`src/rtl/ipm_distributed_fifo_fwft_rd_pkg.sv`:
```
// Shared FSM encoding and read-latency helpers for the FWFT read adapter.
package ipm_distributed_fifo_fwft_rd_pkg;

   typedef enum logic [0:0] {
      StRun   = 1'b0,
      StDrain = 1'b1
   } fwft_state_e;

   function automatic int unsigned rd_lat(input int unsigned out_reg);
      return 1 + out_reg;
   endfunction

   // One slot per in-flight read plus one, so a full pipe never stalls the stream.
   function automatic int unsigned buf_depth(input int unsigned out_reg);
      return rd_lat(out_reg) + 1;
   endfunction

endpackage

```
`src/rtl/ipm_fwft_rd_lat_pipe.sv`:
```
// Valid shift register marking the cycle in which each issued FIFO read returns data.
module ipm_fwft_rd_lat_pipe #(
   parameter int unsigned RD_LAT = 1
) (
   input  logic clk_i,
   input  logic rst_ni,
   input  logic clr_i,
   input  logic issue_i,
   output logic capture_o
);

   logic [RD_LAT-1:0] sr_q, sr_d;

   always_comb begin
      sr_d    = sr_q << 1;
      sr_d[0] = issue_i;
   end

   always_ff @(posedge clk_i) begin
      if (!rst_ni || clr_i) begin
         sr_q <= '0;
      end else begin
         sr_q <= sr_d;
      end
   end

   assign capture_o = sr_q[RD_LAT-1];

endmodule

```
`src/rtl/ipm_distributed_fifo_fwft_rd.sv`:
```
// First-word-fall-through adapter in front of a fixed-latency FIFO read port.
// Define IPM_FWFT_RD_LEVEL_EN to expose the buffer occupancy on buf_level.
module ipm_distributed_fifo_fwft_rd
   import ipm_distributed_fifo_fwft_rd_pkg::*;
#(
   parameter int unsigned DATA_WIDTH = 32,
   parameter int unsigned OUT_REG    = 0
) (
   input  logic                  rd_clk,
   input  logic                  rd_rst_n,
   output logic                  fifo_rd_en,
   input  logic [DATA_WIDTH-1:0] fifo_rd_data,
   input  logic                  fifo_empty,
   input  logic                  flush,
   output logic                  m_valid,
   input  logic                  m_ready,
`ifdef IPM_FWFT_RD_LEVEL_EN
   output logic [$clog2(buf_depth(OUT_REG)+1)-1:0] buf_level,
`endif
   output logic [DATA_WIDTH-1:0] m_data
);

   localparam int unsigned RdLat    = rd_lat(OUT_REG);
   localparam int unsigned BufDepth = buf_depth(OUT_REG);
   localparam int unsigned CntW     = $clog2(BufDepth + 1);
   localparam int unsigned PtrW     = $clog2(BufDepth);
   localparam int unsigned InfW     = $clog2(RdLat + 1);
   localparam int unsigned SumW     = CntW + 1;
   localparam logic [PtrW-1:0] PtrLast = PtrW'(BufDepth - 1);

   fwft_state_e           state_q, state_d;
   logic [DATA_WIDTH-1:0] mem_q [BufDepth];
   logic [PtrW-1:0]       head_q, head_d, tail_q, tail_d;
   logic [CntW-1:0]       count_q, count_d;
   logic [InfW-1:0]       inflight_q, inflight_d;
   logic                  capture, wr, pop;
   logic [SumW-1:0]       occupancy;

   // Flush clears the pipe so returns of reads issued before it are never captured.
   ipm_fwft_rd_lat_pipe #(
      .RD_LAT (RdLat)
   ) u_lat_pipe (
      .clk_i     (rd_clk),
      .rst_ni    (rd_rst_n),
      .clr_i     (flush),
      .issue_i   (fifo_rd_en),
      .capture_o (capture)
   );

   assign m_valid = rd_rst_n & (state_q == StRun) & (count_q != '0);
   assign m_data  = rd_rst_n ? mem_q[head_q] : '0;

   always_comb begin
      pop        = m_valid & m_ready;
      wr         = capture & (state_q == StRun) & ~flush;
      occupancy  = SumW'(count_q) + SumW'(inflight_q) - SumW'(pop);
      fifo_rd_en = rd_rst_n & (state_q == StRun) & ~flush & ~fifo_empty &
                   (occupancy < SumW'(BufDepth));

      state_d    = state_q;
      head_d     = head_q;
      tail_d     = tail_q;
      count_d    = count_q;
      inflight_d = inflight_q;

      unique case (state_q)
         StRun:   if (flush) state_d = StDrain;
         StDrain: if (!flush && inflight_q == '0) state_d = StRun;
      endcase

      if (flush) begin
         head_d     = '0;
         tail_d     = '0;
         count_d    = '0;
         inflight_d = '0;
      end else begin
         if (wr) tail_d = (tail_q == PtrLast) ? '0 : tail_q + 1'b1;
         if (pop) head_d = (head_q == PtrLast) ? '0 : head_q + 1'b1;
         count_d    = count_q + CntW'(wr) - CntW'(pop);
         inflight_d = inflight_q + InfW'(fifo_rd_en) - InfW'(capture);
      end
   end

   always_ff @(posedge rd_clk) begin
      if (!rd_rst_n) begin
         state_q    <= StRun;
         head_q     <= '0;
         tail_q     <= '0;
         count_q    <= '0;
         inflight_q <= '0;
         for (int i = 0; i < int'(BufDepth); i++) mem_q[i] <= '0;
      end else begin
         state_q    <= state_d;
         head_q     <= head_d;
         tail_q     <= tail_d;
         count_q    <= count_d;
         inflight_q <= inflight_d;
         if (wr) mem_q[tail_q] <= fifo_rd_data;
      end
   end

`ifdef IPM_FWFT_RD_LEVEL_EN
   assign buf_level = (rd_rst_n && state_q == StRun) ? count_q : '0;
`else
   // Occupancy stays internal in this build.
`endif

endmodule

```
`config.mk`:
```
export PLATFORM = sky130hd
export DESIGN_NAME = ipm_distributed_fifo_fwft_rd
export DESIGN_NICKNAME = d
export VERILOG_FILES = /design/src/rtl/ipm_distributed_fifo_fwft_rd_pkg.sv /design/src/rtl/ipm_fwft_rd_lat_pipe.sv /design/src/rtl/ipm_distributed_fifo_fwft_rd.sv
export SDC_FILE = /design/constraint.sdc
export NUM_CORES = 1
export LEC_CHECK = 0
export BUFFER_PORTS_ARGS = -buffer_cell sky130_fd_sc_hd__buf_2
export CAP_MARGIN = 20
export CORE_AREA = 2 2 83 85
export DETAILED_ROUTE_END_ITERATION = 16
export DIE_AREA = 0 0 85 87
export MAX_ROUTING_LAYER = met4
export PLACE_DENSITY = 0.81
export SYNTH_ARGS = -nofsm -noshare
export SYNTH_HDL_FRONTEND = slang
export SYNTH_HIERARCHICAL = 1
export SYNTH_SLANG_ARGS = --single-unit
```
`constraint.sdc`:
```
create_clock -name rd_clk -period 3.2 [get_ports rd_clk]
set_clock_uncertainty 0.1 [all_clocks]
set_input_delay 0 -clock rd_clk [delete_from_list [all_inputs] [get_ports rd_clk]]
set_output_delay 0 -clock rd_clk [all_outputs]
set_load 0.05 [all_outputs]
```
Yosys cells after proc, flatten, opt, wreduce, memory -nomap -nowiden
Memory sizes are Yosys's and may differ from the RTL's. A register that Yosys moved wholly into a read port is not among the register bits.
Index checks and enable logic that the tools add are counted.
- memory bits (read-only): 0
- register bits: 7
- output and inout port bits: 34
- logic and storage cells: 51
- latch bits: 0
- memories kept: 1
- bits of input ports: 37
- bits in writable memories: 64
- memory list (name ; depth ; width ; rd ports ; clocked after Yosys merged registers in ; wr ports ; line ; RTL):
    mem_q ; 2 ; 32 ; 1 ; 1 ; 2 ; ipm_distributed_fifo_fwft_rd.sv:32 ; logic [DATA_WIDTH-1:0] mem_q [BufDepth];
- reduce and logical (&&, ||, !) cells: 7
- mux-type cells: 15
- add/sub/neg operators: 8
- bitwise logic cells: 13
- multipliers: 0
- shift-type cells: 0
- order comparisons: 1
- divide/modulo/power cells: 0
- equality and inequality tests: 0
- operator list (kind ; number):
    32-bit 2-to-1 mux ; 2
    32-bit OR reduction ; 1
    1-bit 2-to-1 mux ; 12
    1-bit AND ; 8
    1-bit inverter ; 5
    2-bit by 1-bit adder with 3-bit output ; 1
    3-bit by 2-bit < comparator with 1-bit output, second input constant ; 1
    3-bit by 1-bit subtractor with 3-bit output ; 1
    1-bit adder, second input constant ; 2
    2-bit by 1-bit adder with 2-bit output ; 1
    1-bit zero test ; 2
    1-bit case mux with 2 select lines ; 1
    2-bit nonzero test ; 1
    2-bit OR reduction ; 1
    2-bit by 1-bit subtractor with 2-bit output ; 1
    1-bit adder ; 1
    1-bit logical AND ; 1
    1-bit logical OR ; 1
    1-bit subtractor ; 1

Logic depth before layout (Yosys ltp)
Gate-level depths: netlist of run 1.
- depth in word-level cells: 9
- mapped depth: 8
- depth with buffers taken out: 8

By module
The synthesis of run 1 kept the hierarchy.
- by module, submodules not included (module ; seq. area each (um^2) ; instances ; area each (um^2) ; cells an instance):
    ipm_distributed_fifo_fwft_rd ; 2062.0 ; 1 ; 3395.8 ; 253
    ipm_fwft_rd_lat_pipe ; 20.0 ; 1 ; 28.8 ; 2

Least setup slack after synthesis of run 1
Ideal clock, no wire load.
- path type: reg-to-reg
- start: register count_q[1]
- end: register u_lat_pipe.sr_q (netlist: u_lat_pipe/capture_o)
- clock period less this slack: 2793 ps
- library setup time: 61 ps
- data arrival time: 2632 ps
- stages on the path, launching flop included: 9
- data required time: 3039 ps
- buffers on the path: 0
- path slack: 407 ps
- path through: dfxtp_1 -> nor2_1 -> and4bb_2 -> ha_1 -> nand2b_1 -> fa_1 -> nor3b_1 -> and3_1 -> and3b_1
- word-level cells in the longest chain between the ends: 6
- elaborated cells between the ends (all ways): 7
- classes of those cells: 2 x add/sub; 1 x order compare; 3 x bitwise; 1 x reduce/logical
- RTL lines (element ; line ; RTL):
    start: declaration ; ipm_distributed_fifo_fwft_rd.sv:34 ; logic [CntW-1:0] count_q, count_d;
    start signal: assignment ; ipm_distributed_fifo_fwft_rd.sv:96 ; count_q <= count_d;
    2-bit nonzero test ; ipm_distributed_fifo_fwft_rd.sv:50 ; assign m_valid = rd_rst_n & (state_q == StRun) & (count_q != '0);
    1-bit AND ; ipm_distributed_fifo_fwft_rd.sv:50 ;
    1-bit AND ; ipm_distributed_fifo_fwft_rd.sv:54 ; pop = m_valid & m_ready;
    net pop ; ipm_distributed_fifo_fwft_rd.sv:36 ; logic capture, wr, pop;
    3-bit by 1-bit subtractor with 3-bit output ; ipm_distributed_fifo_fwft_rd.sv:56 ; occupancy = SumW'(count_q) + SumW'(inflight_q) - SumW'(pop);
    3-bit by 2-bit < comparator with 1-bit output ; ipm_distributed_fifo_fwft_rd.sv:58 ; (occupancy < SumW'(BufDepth));
    1-bit AND ; ipm_distributed_fifo_fwft_rd.sv:57 ; fifo_rd_en = rd_rst_n & (state_q == StRun) & ~flush & ~fifo_empty &
    net fifo_rd_en ; ipm_distributed_fifo_fwft_rd.sv:11 ; output logic fifo_rd_en,
    end signal: assignment ; ipm_fwft_rd_lat_pipe.sv:23 ; sr_q <= sr_d;
    end: declaration ; ipm_fwft_rd_lat_pipe.sv:12 ; logic [RD_LAT-1:0] sr_q, sr_d;
The timed path passes the listed nets, and every way through them passes these cells.
A chain may end at the register's enable or synchronous reset.

Worst setup path in the final report of run 1
- start: register count_q[1]
- end: output port fifo_rd_en
- word-level cells in the longest chain between the ends: 6
- elaborated cells between the ends (all ways): 7
- classes of those cells: 2 x add/sub; 1 x order compare; 3 x bitwise; 1 x reduce/logical
- RTL lines (element ; line):
    2-bit nonzero test ; ipm_distributed_fifo_fwft_rd.sv:50
    1-bit AND ; ipm_distributed_fifo_fwft_rd.sv:50
    1-bit AND ; ipm_distributed_fifo_fwft_rd.sv:54
    net pop ; ipm_distributed_fifo_fwft_rd.sv:36
    3-bit by 1-bit subtractor with 3-bit output ; ipm_distributed_fifo_fwft_rd.sv:56
    3-bit by 2-bit < comparator with 1-bit output ; ipm_distributed_fifo_fwft_rd.sv:58
    1-bit AND ; ipm_distributed_fifo_fwft_rd.sv:57
    end: declaration ; ipm_distributed_fifo_fwft_rd.sv:11
The timed path passes the listed nets, and every way through them passes these cells.

==> reports/qor.yml, run 1 <==
worst_ir_drop_vdd_v: 0.000329
timing.slew.headroom_pct: 32.6
die_area_sq_um: 7400
totalWireLength_um: 6380
clockRootBuffer: "sky130_fd_sc_hd__clkbuf_8"
postSynth.asyncResetShare_pct: 0
synth-seq-area-share_pct: 60.8
finalHoldViolCount: 0
numCtsBuffers: 9
initial_utilization_pct: 52.1
detail_route.wl_per_cell_um: 14.4
cts.sink_count: 72
synthFlopType: "sky130_fd_sc_hd__edfxtp_1"
setup.worst_path.start_class: "flip-flop"
cp_slowest_stage_delay_ps: 490
setup_viol_count_final: 0
synth-edff-count: 64
fillers: 476
mostFrequentLayoutCells: "sky130_fd_sc_hd__buf_2, sky130_fd_sc_hd__and2_1, sky130_fd_sc_hd__edfxtp_1"
grt_setup_unrepaired: "false"
place.port_buffers: 70
antenna_violating_nets_post_route: 0
cts_htree_levels: 3
diode_insertion_count_for_antenna_repair: 0
max-clock-path-buffers: 2
finalSetupTns_ps: 0
first_global_vias: 2321
post-cts-setup-buffers: 0
synth_cells: 255
power_density_nw_per_um2: 456
io_pins: 71
syn_area_per_cell_sq_um: 13.4
global_route_wire_length_before_repair_um: 10300
cts_tree: "yes"
chip_width_um: 85
clk_latency_ps: 340
gp_congestion: 0.763
period_utilization_post_route_pct: 95.8
grt_max_degree: 40
timing_worst_setup_path_type: "flip-flop to primary output"
clock.fmax_mhz: 326
post_synth_main_area_contributors: "sky130_fd_sc_hd__edfxtp_1, sky130_fd_sc_hd__and2_1, sky130_fd_sc_hd__mux2i_1, sky130_fd_sc_hd__nor2b_1, sky130_fd_sc_hd__dfxtp_1"
fin_worst_hold_slack_ps: 77.5
dr.pass1.iters: 4
drcViolationCount: 0
postSynthNetCount: 296
clk_pin_slew_ps: 80
worst_hold_path_type: "input port to flip-flop"
crit_fanout: 5
crit_path_end_kind: "primary output"
vias: 2211
place_area_sq_um: 3830
post_route_cell_area_sq_um: 4380
place.detailed.hpwl_um: 3770
cp_slowest_cell: "sky130_fd_sc_hd__fa_1"
worst_ep_arrival_time_ps: 2970
antenna_found_initial: 0
die_y_um: 87
yosys.area.top_type_share_pct: 56.1
status: "completed"
floorplan.core_area_sq_um: 6570
tightestPinTransition_ps: 1010
mappedNetlistArea_sq_um: 3420
cap_viol_max_count: 0
period_needed_ps: 3070
area.growth.synth_to_final_pct: 27.8
drt_iter0_drc: 80
final_layout_size_suffix_gt1_share_pct: 26.4
final-max-slew-violation-count: 0
layout.cells.most_common: "sky130_fd_sc_hd__buf_2"
ys_ff_latch: 72
cp_cell_sequence: "nor2_1 -> and4bb_2 -> ha_1 -> nand2b_1 -> fa_1 -> nor3b_1 -> and3_1 -> buf_2"
timing.critical_path.required_ps: 3100
overflow: 0
synthDistinctLibCells: 30
via_per_inst: 4.98
track_usage_pct: 18.6
ys_warn_count: 6
p_leak_nw: 1.75
fin_nets: 400
synthDominantAreaCellType: "sky130_fd_sc_hd__edfxtp_1"
placementRows: 30
critical path: cells and delay by family, from the launching register on:
kind,cells,cell delay (ps)
buffers and inverters,1,270
adder cells (fa/ha/maj),2,740
AND/OR/NAND/NOR,5,1170
flip-flops,1,450
flip-flops by register name, indices dropped and copies added, names as in the netlist, named ones only:
signal / cells
state_q: 1
head_q: 1
u_lat_pipe/capture_o: 1
count_q: 2
inflight_q: 1
tail_q: 1
mem_q: 64
routing by layer:
metal  vias up  global-route usage, %  wire length (um)
met5         -                      -                 0
met2        57                   31.1              3390
met3        15                   3.41               266
li1       1091                      -                 -
met1      1048                   21.0              2550
met4         0                   11.0               172
metrics by stage:
| step | setup slack, ps | utilization, % | total power [mW] | cells |
|---|---|---|---|---|
| 2_1_floorplan | 407 | - | 1.17 | 255 |
| 3_3_place_gp | 639 | 58.2 | 1.23 | 394 |
| 3_5_place_dp | 517 | 58.2 | 1.23 | 394 |
| 4_1_cts | 122 | 66.6 | 2.01 | 444 |
| 5_1_grt | 2.94 | 66.6 | 2.06 | 444 |
| 6_report | 135 | 66.6 | 2.00 | 444 |
where the power goes:
group | switching [mW] | internal [mW]
Clock | 0.323 | 0.431
Combinational | 0.110 | 0.0755
Sequential | 0.00927 | 1.05
cells by family after synthesis:
group | synth area share [%]
and+or+nand+nor | 23.4
AOI/OAI and AO/OA | 0.548
muxes | 9.94
xor gates and xnor gates | 0.767
DFF | 60.8
buffers and inverters | 2.89
adders and majority gates | 1.68
final timing paths:
| path | startpoint | slack (ps) | depth (start not counted) | end |
|---|---|---|---|---|
| hold / removal | m_ready | 80 | 3 | head_q |
| setup / recovery | count_q[1] | 130 | 8 | fifo_rd_en |
| setup reg to reg | count_q[1] | 530 | 8 | u_lat_pipe/capture_o |
| hold reg to reg | head_q | 390 | 2 | head_q |
timing repair:
item | 4_1_cts | 5_1_grt
resized for setup | 0 | 0
hold buffers | 34 | 0
hold endpoints to repair | 72 | 0
cell type report:
class,instances,area (sq um),area share [%]
flip-flops and latches,72,2080,47.6
multi-input cells,166,1250,28.5
repair buffers,107,726,16.6
clock buffers,9,124,2.83
well taps,80,100,2.29
clock inverters,7,86.3,1.97
inverters,3,11.3,0.257
Yosys cell counts, types with 2 or more instances:
master,instances
sky130_fd_sc_hd__nor3_4,2
sky130_fd_sc_hd__mux2i_1,34
sky130_fd_sc_hd__dfxtp_1,8
sky130_fd_sc_hd__nand2b_1,3
sky130_fd_sc_hd__xor2_1,2
sky130_fd_sc_hd__nand2b_4,2
sky130_fd_sc_hd__nor3b_1,3
sky130_fd_sc_hd__inv_1,2
sky130_fd_sc_hd__nand2_1,3
sky130_fd_sc_hd__buf_2,7
sky130_fd_sc_hd__ha_1,3
sky130_fd_sc_hd__nor2_1,2
sky130_fd_sc_hd__and2_1,66
sky130_fd_sc_hd__nor2b_1,34
sky130_fd_sc_hd__edfxtp_1,64
sky130_fd_sc_hd__buf_6,3
sky130_fd_sc_hd__a21oi_1,2
sky130_fd_sc_hd__clkbuf_1,3
(Power assumes the default switching activity.)
==> run 2: changes to the inputs <==
- clock period: 3.2 -> 3.02 ns (I/O delays scaled with it)
==> run 2 against run 1 <==
  * Combinational power up 6%
  * Sequential power up 6%
  * Critical path depth unchanged
  * Sequential share of layout area up 0.37 points
  * First-iteration DRC count down 1.3%
  * Cell area down 0.71%
  * Largest power group unchanged
  * Global-route usage down 0.11 points
  * Die area unchanged
  * Count of clock-buffer cells in the layout up 2
==> reports/qor.yml, run 2 (synthesis results as in run 1) <==
die_y_um: 87  # unchanged
track_usage_pct: 18.5  # was 18.6%
initial_utilization_pct: 52.1  # unchanged
timing_worst_setup_path_type: "flip-flop to primary output"  # unchanged
numCtsBuffers: 9  # unchanged
layout.cells.most_common: "sky130_fd_sc_hd__buf_2"  # unchanged
totalWireLength_um: 6260  # was 6380 um
post_route_cell_area_sq_um: 4350  # was 4380 sq um
fillers: 480  # was 476
multi_input_area_sq_um: 1250  # about the same
chip_width_um: 85  # unchanged
setup.worst_path.start_class: "flip-flop"  # unchanged
dr.pass1.iters: 5  # was 4
fin_worst_hold_slack_ps: 81.0  # was 77.5 ps
post_layout_nonfiller_instances: 446  # was 444
finalHoldViolCount: 0  # unchanged
drt_iter0_drc: 79  # was 80
cts_tree: "yes"  # unchanged
netSwitchingFraction_pct: 23.2  # was 22.1%
place.detailed.instances: 396  # was 394
clockRootBuffer: "sky130_fd_sc_hd__clkbuf_8"  # unchanged
grt_max_degree: 40  # unchanged
diode_insertion_count_for_antenna_repair: 0  # unchanged
comb_power_share_pct: 10.2  # was 9.3%
cap_viol_max_count: 0  # unchanged
drcViolationCount: 0  # unchanged
antenna_violating_nets_post_route: 0  # unchanged
finish.utilization_pct: 66.2  # was 66.6%
worstHoldStart: "m_ready"  # unchanged
period_utilization_post_route_pct: 91.7
worst_flop_to_flop_path_startpoint: "count_q[1]"  # unchanged
first_global_vias: 2287  # was 2321
area.growth.synth_to_final_pct: 26.9  # was 27.8%
global_route_wire_length_before_repair_um: 10100  # was 10300 um
place.detailed.hpwl_um: 3770  # about the same
cts.sink_count: 72  # unchanged
antenna_found_initial: 0  # unchanged
worst_ep_arrival_time_ps: 2670  # was 2970 ps
registers.top_by_ff_count: "mem_q"  # unchanged
floorplan.core_area_sq_um: 6570  # unchanged
cp_cell_sequence: "nor2_1 -> and4bb_2 -> ha_1 -> nand2b_1 -> fa_1 -> nor3b_2 -> and3_1 -> clkbuf_4"  # was nor2_1 -> and4bb_2 -> ha_1 -> nand2b_1 -> fa_1 -> nor3b_1 -> and3_1 -> buf_2
place.port_buffers: 70  # unchanged
status: "completed"  # unchanged
timing.slew.headroom_pct: 41.9  # was 32.6%
count_of_cells_along_the_worst_hold_path: 3  # unchanged
io_pins: 71  # unchanged
mostFrequentLayoutCells: "sky130_fd_sc_hd__buf_2, sky130_fd_sc_hd__and2_1, sky130_fd_sc_hd__edfxtp_1"  # unchanged
clk_latency_ps: 330  # was 340 ps
via_per_inst: 4.92  # was 4.98
clock.fmax_mhz: 361
final_layout_size_suffix_gt1_share_pct: 27.3  # was 26.4%
power_density_nw_per_um2: 444  # was 456 nW/um^2
final-max-slew-violation-count: 0  # unchanged
ff_latch_area_sq_um: 2080  # about the same
cts_htree_levels: 3  # unchanged
cp_slowest_stage_delay_ps: 480  # was 490 ps
share_clk_of_total_power_pct: 31.6  # was 37.7%
reg2reg_to: "u_lat_pipe/capture_o"  # unchanged
gp_congestion: 0.739  # was 0.763
grt_setup_unrepaired: "false"  # unchanged
p_leak_nw: 1.75  # about the same
timing.reg2reg.worst_path_depth: 8  # unchanged
placementRows: 30  # unchanged
post-cts-setup-buffers: 0  # unchanged
largest_reg_flops: 64  # unchanged
die_area_sq_um: 7400  # unchanged
min_delay_worst_endpoint: "head_q"  # unchanged
clk_pin_slew_ps: 70  # was 80 ps
finalSetupTns_ps: 0  # unchanged
power_frac_seq_pct: 58.1  # was 53.0%
ff2ff_setup_slack_ps: 600  # was 530 ps
fin_nets: 402  # was 400
largestRegisters: "mem_q: 64 flops, count_q: 2 flops"  # unchanged
sw_pwr_uw: 447  # was 442 uW
vias: 2193  # was 2211
setup_viol_count_final: 0  # unchanged
place_area_sq_um: 3840  # was 3830 sq um
crit_path_end_kind: "primary output"  # unchanged
cp_slowest_cell: "sky130_fd_sc_hd__fa_1"  # unchanged
tightestPinTransition_ps: 872  # was 1010 ps
p_int_mw: 1.48  # was 1.55 mW
period_needed_ps: 2770
worst_ir_drop_vdd_v: 0.000264  # was 0.000329 V
crit_fanout: 5  # unchanged
worst_hold_path_type: "input port to flip-flop"  # unchanged
overflow: 0  # unchanged
timing.critical_path.required_ps: 2920  # was 3100 ps
max-clock-path-buffers: 2  # unchanged
detail_route.wl_per_cell_um: 14.0  # was 14.4 um
[run 2: changes by cell type in the layout (fill, tap and decap cells not counted)]
cell                         delta
sky130_fd_sc_hd__buf_2          -1
sky130_fd_sc_hd__buf_4          +2
sky130_fd_sc_hd__bufinv_16      -2
sky130_fd_sc_hd__clkbuf_1       +2
sky130_fd_sc_hd__clkbuf_4       +1
sky130_fd_sc_hd__clkinv_1       -2
sky130_fd_sc_hd__clkinv_2       +4
sky130_fd_sc_hd__clkinvlp_4     -2
sky130_fd_sc_hd__dfxtp_1        -1
sky130_fd_sc_hd__dfxtp_2        +1
sky130_fd_sc_hd__nor3b_1        -1
sky130_fd_sc_hd__nor3b_2        +1
[run 2: final cells by class]
type | count | share of cell area, %
multi-input combinational | 166 | 28.8
timing repair buffer | 109 | 17.1
sequential | 72 | 48.0
clock inverter | 5 | 0.547
inverter | 3 | 0.259
clock buffer | 11 | 3.02
tap | 80 | 2.30
[run 2: repair_timing]
action	4_1_cts	5_1_grt
hold endpoints to repair	72	0
hold buffers	34	0
setup endpoints to repair	0	1
resized for setup	0	3
[run 2: worst max-delay path by stage]
stage                      endpoint        from  slack [ps]  cells after the start
2_1_floorplan  u_lat_pipe/capture_o  count_q[1]         230                      8
3_3_place_gp             fifo_rd_en  count_q[1]         480                      8
3_5_place_dp             fifo_rd_en  count_q[1]         390                      8
4_1_cts                  fifo_rd_en  count_q[1]          10                      8
5_1_grt                  fifo_rd_en  count_q[1]          70                      8
6_report                 fifo_rd_en  count_q[1]         250                      8
[run 2: worst max-delay path, delay by kind of cell, from the launching register on]
family / cells / cell delay, ps
adders and majority gates: 2 / 750
buffers and inverters: 1 / 230
DFF: 1 / 350
and+or+nand+nor: 5 / 1000
[run 2: stage by stage]
step | power (mW) | worst slack, ps
after global placement | 1.30 | 477
after CTS | 1.94 | 14.1
after floorplan | 1.24 | 227
after detailed placement | 1.31 | 387
after global routing | 2.00 | 65.7
final | 1.93 | 249
[run 2: layer usage]
layer	track usage [%]	part of all wire [%]	wire length [um]
met1	21.0	41	2580
met2	31.5	53	3340
met3	3.70	4.1	257
met4	9.09	1.5	95
met5	-	0	0
[run 2: power groups by stage]
| stage | sequential [mW] | combinational, mW | clock, mW |
|---|---|---|---|
| 6_report | 1.12 | 0.197 | 0.610 |
| 5_1_grt | 1.12 | 0.211 | 0.661 |
| 4_1_cts | 1.12 | 0.197 | 0.625 |
| 3_5_place_dp | 1.14 | 0.163 | 0 |
| 3_3_place_gp | 1.14 | 0.161 | 0 |
| 2_1_floorplan | 1.14 | 0.105 | 0 |
==> run 3: changes to the inputs <==
- REMOVE_ABC_BUFFERS: not set -> 1
==> run 3 against run 2 <==
  * Fmax decreased by 3.6%
  * Power increased by 9.6%
  * Clock power increased by 31%
  * Combinational power about the same
  * Non-clock buffer count decreased by 1
  * Count of clock-buffer cells in the layout decreased by 2
  * First-iteration DRC count increased by 28%
  * Worst hold slack got worse by 20 ps
  * Die area unchanged
  * Sequential share of layout area decreased by 0.45 points
  * Final cell count decreased by 0.45%
  * Utilization increased by 0.63 points
  * Critical path type unchanged
  * Largest power group unchanged
==> reports/qor.yml, run 3 (synthesis results as in run 1) <==
reg2reg_to: "u_lat_pipe/capture_o"  # unchanged
largest_reg_flops: 64  # unchanged
final-max-slew-violation-count: 0  # unchanged
cp_num_buf_inv: 1  # unchanged
max-clock-path-buffers: 2  # unchanged
clk_latency_ps: 330  # about the same
place.port_buffers: 70  # unchanged
critical_path.top_delay_family: "simple AND/OR/NAND/NOR gates"  # unchanged
overflow: 0  # unchanged
power_density_nw_per_um2: 482  # was 444 nW/um^2
die_area_sq_um: 7400  # unchanged
initial_utilization_pct: 52.1  # unchanged
floorplan.core_area_sq_um: 6570  # unchanged
antenna_found_initial: 0  # unchanged
cp_slowest_cell: "sky130_fd_sc_hd__fa_1"  # unchanged
post-cts-setup-buffers: 0  # unchanged
timing.reg2reg.worst_path_depth: 8  # unchanged
largestRegisters: "mem_q: 64 flops, count_q: 2 flops"  # unchanged
cts_tree: "yes"  # unchanged
count_of_cells_along_the_worst_hold_path: 3  # unchanged
ff2ff_setup_slack_ps: 530  # was 600 ps
crit_fanout: 5  # unchanged
global_route.peak_usage_layer: "met2"  # unchanged
worst_ep_arrival_time_ps: 2770  # was 2670 ps
fillers: 498  # was 480
tightestPinTransition_ps: 850  # was 872 ps
grt_setup_unrepaired: "false"  # unchanged
final_layout_size_suffix_gt1_share_pct: 28.3  # was 27.3%
grt.met2_usage_pct: 34.2  # was 31.5%
drcViolationCount: 0  # unchanged
cp_slowest_stage_delay_ps: 480  # about the same
p_total_mw: 2.11  # was 1.93 mW
registers.top_by_ff_count: "mem_q"  # unchanged
cts.sink_count: 72  # unchanged
fin_nets: 401  # was 402
setup.worst_path.start_class: "flip-flop"  # unchanged
track_usage_pct: 18.7  # was 18.5%
gp_congestion: 0.789  # was 0.739
global_route_wire_length_before_repair_um: 10200  # was 10100 um
antenna_violating_nets_post_route: 0  # unchanged
chip_width_um: 85  # unchanged
timing.critical_path.required_ps: 2920  # about the same
placementRows: 30  # unchanged
clk_pin_slew_ps: 70  # about the same
worstHoldStart: "m_ready"  # unchanged
vias: 2209  # was 2193
clock.fmax_mhz: 348  # was 361 MHz
numCtsBuffers: 9  # unchanged
clockRootBuffer: "sky130_fd_sc_hd__clkbuf_8"  # unchanged
via_per_inst: 4.98  # was 4.92
cp_cell_sequence: "nor2_1 -> and4bb_2 -> ha_1 -> nand2b_1 -> fa_1 -> nor3b_2 -> and3_1 -> buf_2"  # was nor2_1 -> and4bb_2 -> ha_1 -> nand2b_1 -> fa_1 -> nor3b_2 -> and3_1 -> clkbuf_4
worst_flop_to_flop_path_startpoint: "count_q[1]"  # unchanged
mostFrequentLayoutCells: "sky130_fd_sc_hd__buf_2, sky130_fd_sc_hd__and2_1, sky130_fd_sc_hd__edfxtp_1"  # unchanged
place.detailed.hpwl_um: 3810  # was 3770 um
area.growth.synth_to_final_pct: 28.1  # was 26.9%
drt_iter0_drc: 101  # was 79
worst_ir_drop_vdd_v: 0.000307  # was 0.000264 V
detail_route.wl_per_cell_um: 14.6  # was 14.0 um
diode_insertion_count_for_antenna_repair: 0  # unchanged
p_leak_nw: 1.76  # was 1.75 nW
timing_worst_setup_path_type: "flip-flop to primary output"  # unchanged
setup_viol_count_final: 0  # unchanged
fin_worst_hold_slack_ps: 61.0  # was 81.0 ps
cap_viol_max_count: 0  # unchanged
die_y_um: 87  # unchanged
layout.cells.most_common: "sky130_fd_sc_hd__buf_2"  # unchanged
first_global_vias: 2262  # was 2287
io_pins: 71  # unchanged
finalHoldViolCount: 0  # unchanged
period_utilization_post_route_pct: 95.2  # was 91.7%
worst_hold_path_type: "input port to flip-flop"  # unchanged
dr.pass1.iters: 4  # was 5
globalRouteMet3Util_pct: 3.13  # was 3.70%
finalSetupTns_ps: 0  # unchanged
totalWireLength_um: 6500  # was 6260 um
grt_max_degree: 40  # unchanged
period_needed_ps: 2870  # was 2770 ps
met1_usage_pct: 19.5  # was 21.0%
status: "completed"  # unchanged
cts_htree_levels: 3  # unchanged
crit_path_end_kind: "primary output"  # unchanged
timing.slew.headroom_pct: 43.3  # was 41.9%
==> run 3: changes by cell type in the layout (fill, tap and decap cells not counted), moves of 2 or more <==
cell and delta:
sky130_fd_sc_hd__bufinv_16 +2, sky130_fd_sc_hd__clkbuf_1 -2, sky130_fd_sc_hd__clkinvlp_4 +2, sky130_fd_sc_hd__clkinv_2 -2
==> run 3: worst max-delay path by stage <==
stage	start	endpoint	cells after the start
after floorplan	count_q[1]	u_lat_pipe/capture_o	8
final	count_q[1]	fifo_rd_en	8
after CTS	count_q[1]	fifo_rd_en	8
after global routing	count_q[1]	fifo_rd_en	8
after detailed placement	count_q[1]	fifo_rd_en	8
after global placement	count_q[1]	fifo_rd_en	8
==> run 3: area by class of cell <==
class / count / area [sq um] / area share, %
Clock inverter: 6 / 85.1 / 1.94
Multi-Input combinational cell: 166 / 1260 / 28.8
Tap cell: 80 / 100 / 2.28
Sequential cell: 72 / 2080 / 47.5
Clock buffer: 9 / 124 / 2.82
Timing Repair Buffer: 108 / 721 / 16.4
Inverter: 3 / 11.3 / 0.257
==> run 3: where the power goes <==
group          internal, mW  switching, mW
clock network         0.457          0.340
logic                0.0778          0.117
registers              1.11        0.00989
total                  1.65          0.468
==> run 3: stage by stage <==
stage               std cells  instance area, sq um  utilization [%]  setup slack, ps
detailed placement        395                  3820             58.2              316
floorplan                 241                  3340                -              227
global route              444                  4390             66.8             34.3
CTS                       444                  4380             66.6             64.4
global placement          395                  3820             58.2              495
finish                    444                  4390             66.8              146
==> run 3: what timing repair did <==
| action | CTS | global route |
|---|---|---|
| setup endpoints to repair | 1 | 1 |
| endpoints found under the hold margin | 72 | 0 |
| hold buffers | 34 | 0 |
| pin swaps | 0 | 0 |
| gates resized for setup | 1 | 2 |
==> run 3: layer usage <==
metal,wire length [um],part of all wire [%]
met1,2600,40
met5,0,0
met2,3590,55
met3,219,3.4
met4,96,1.5
==> run 3: worst reg2reg max path, stage by stage (launching register included) <==
cell                       delay, ps
sky130_fd_sc_hd__dfxtp_2         360
sky130_fd_sc_hd__nor2_1          140
sky130_fd_sc_hd__and4bb_2        300
sky130_fd_sc_hd__ha_1            280
sky130_fd_sc_hd__nand2b_1        170
sky130_fd_sc_hd__fa_1            480
sky130_fd_sc_hd__nor3b_2         220
sky130_fd_sc_hd__and3_1          220
sky130_fd_sc_hd__and3b_1         170
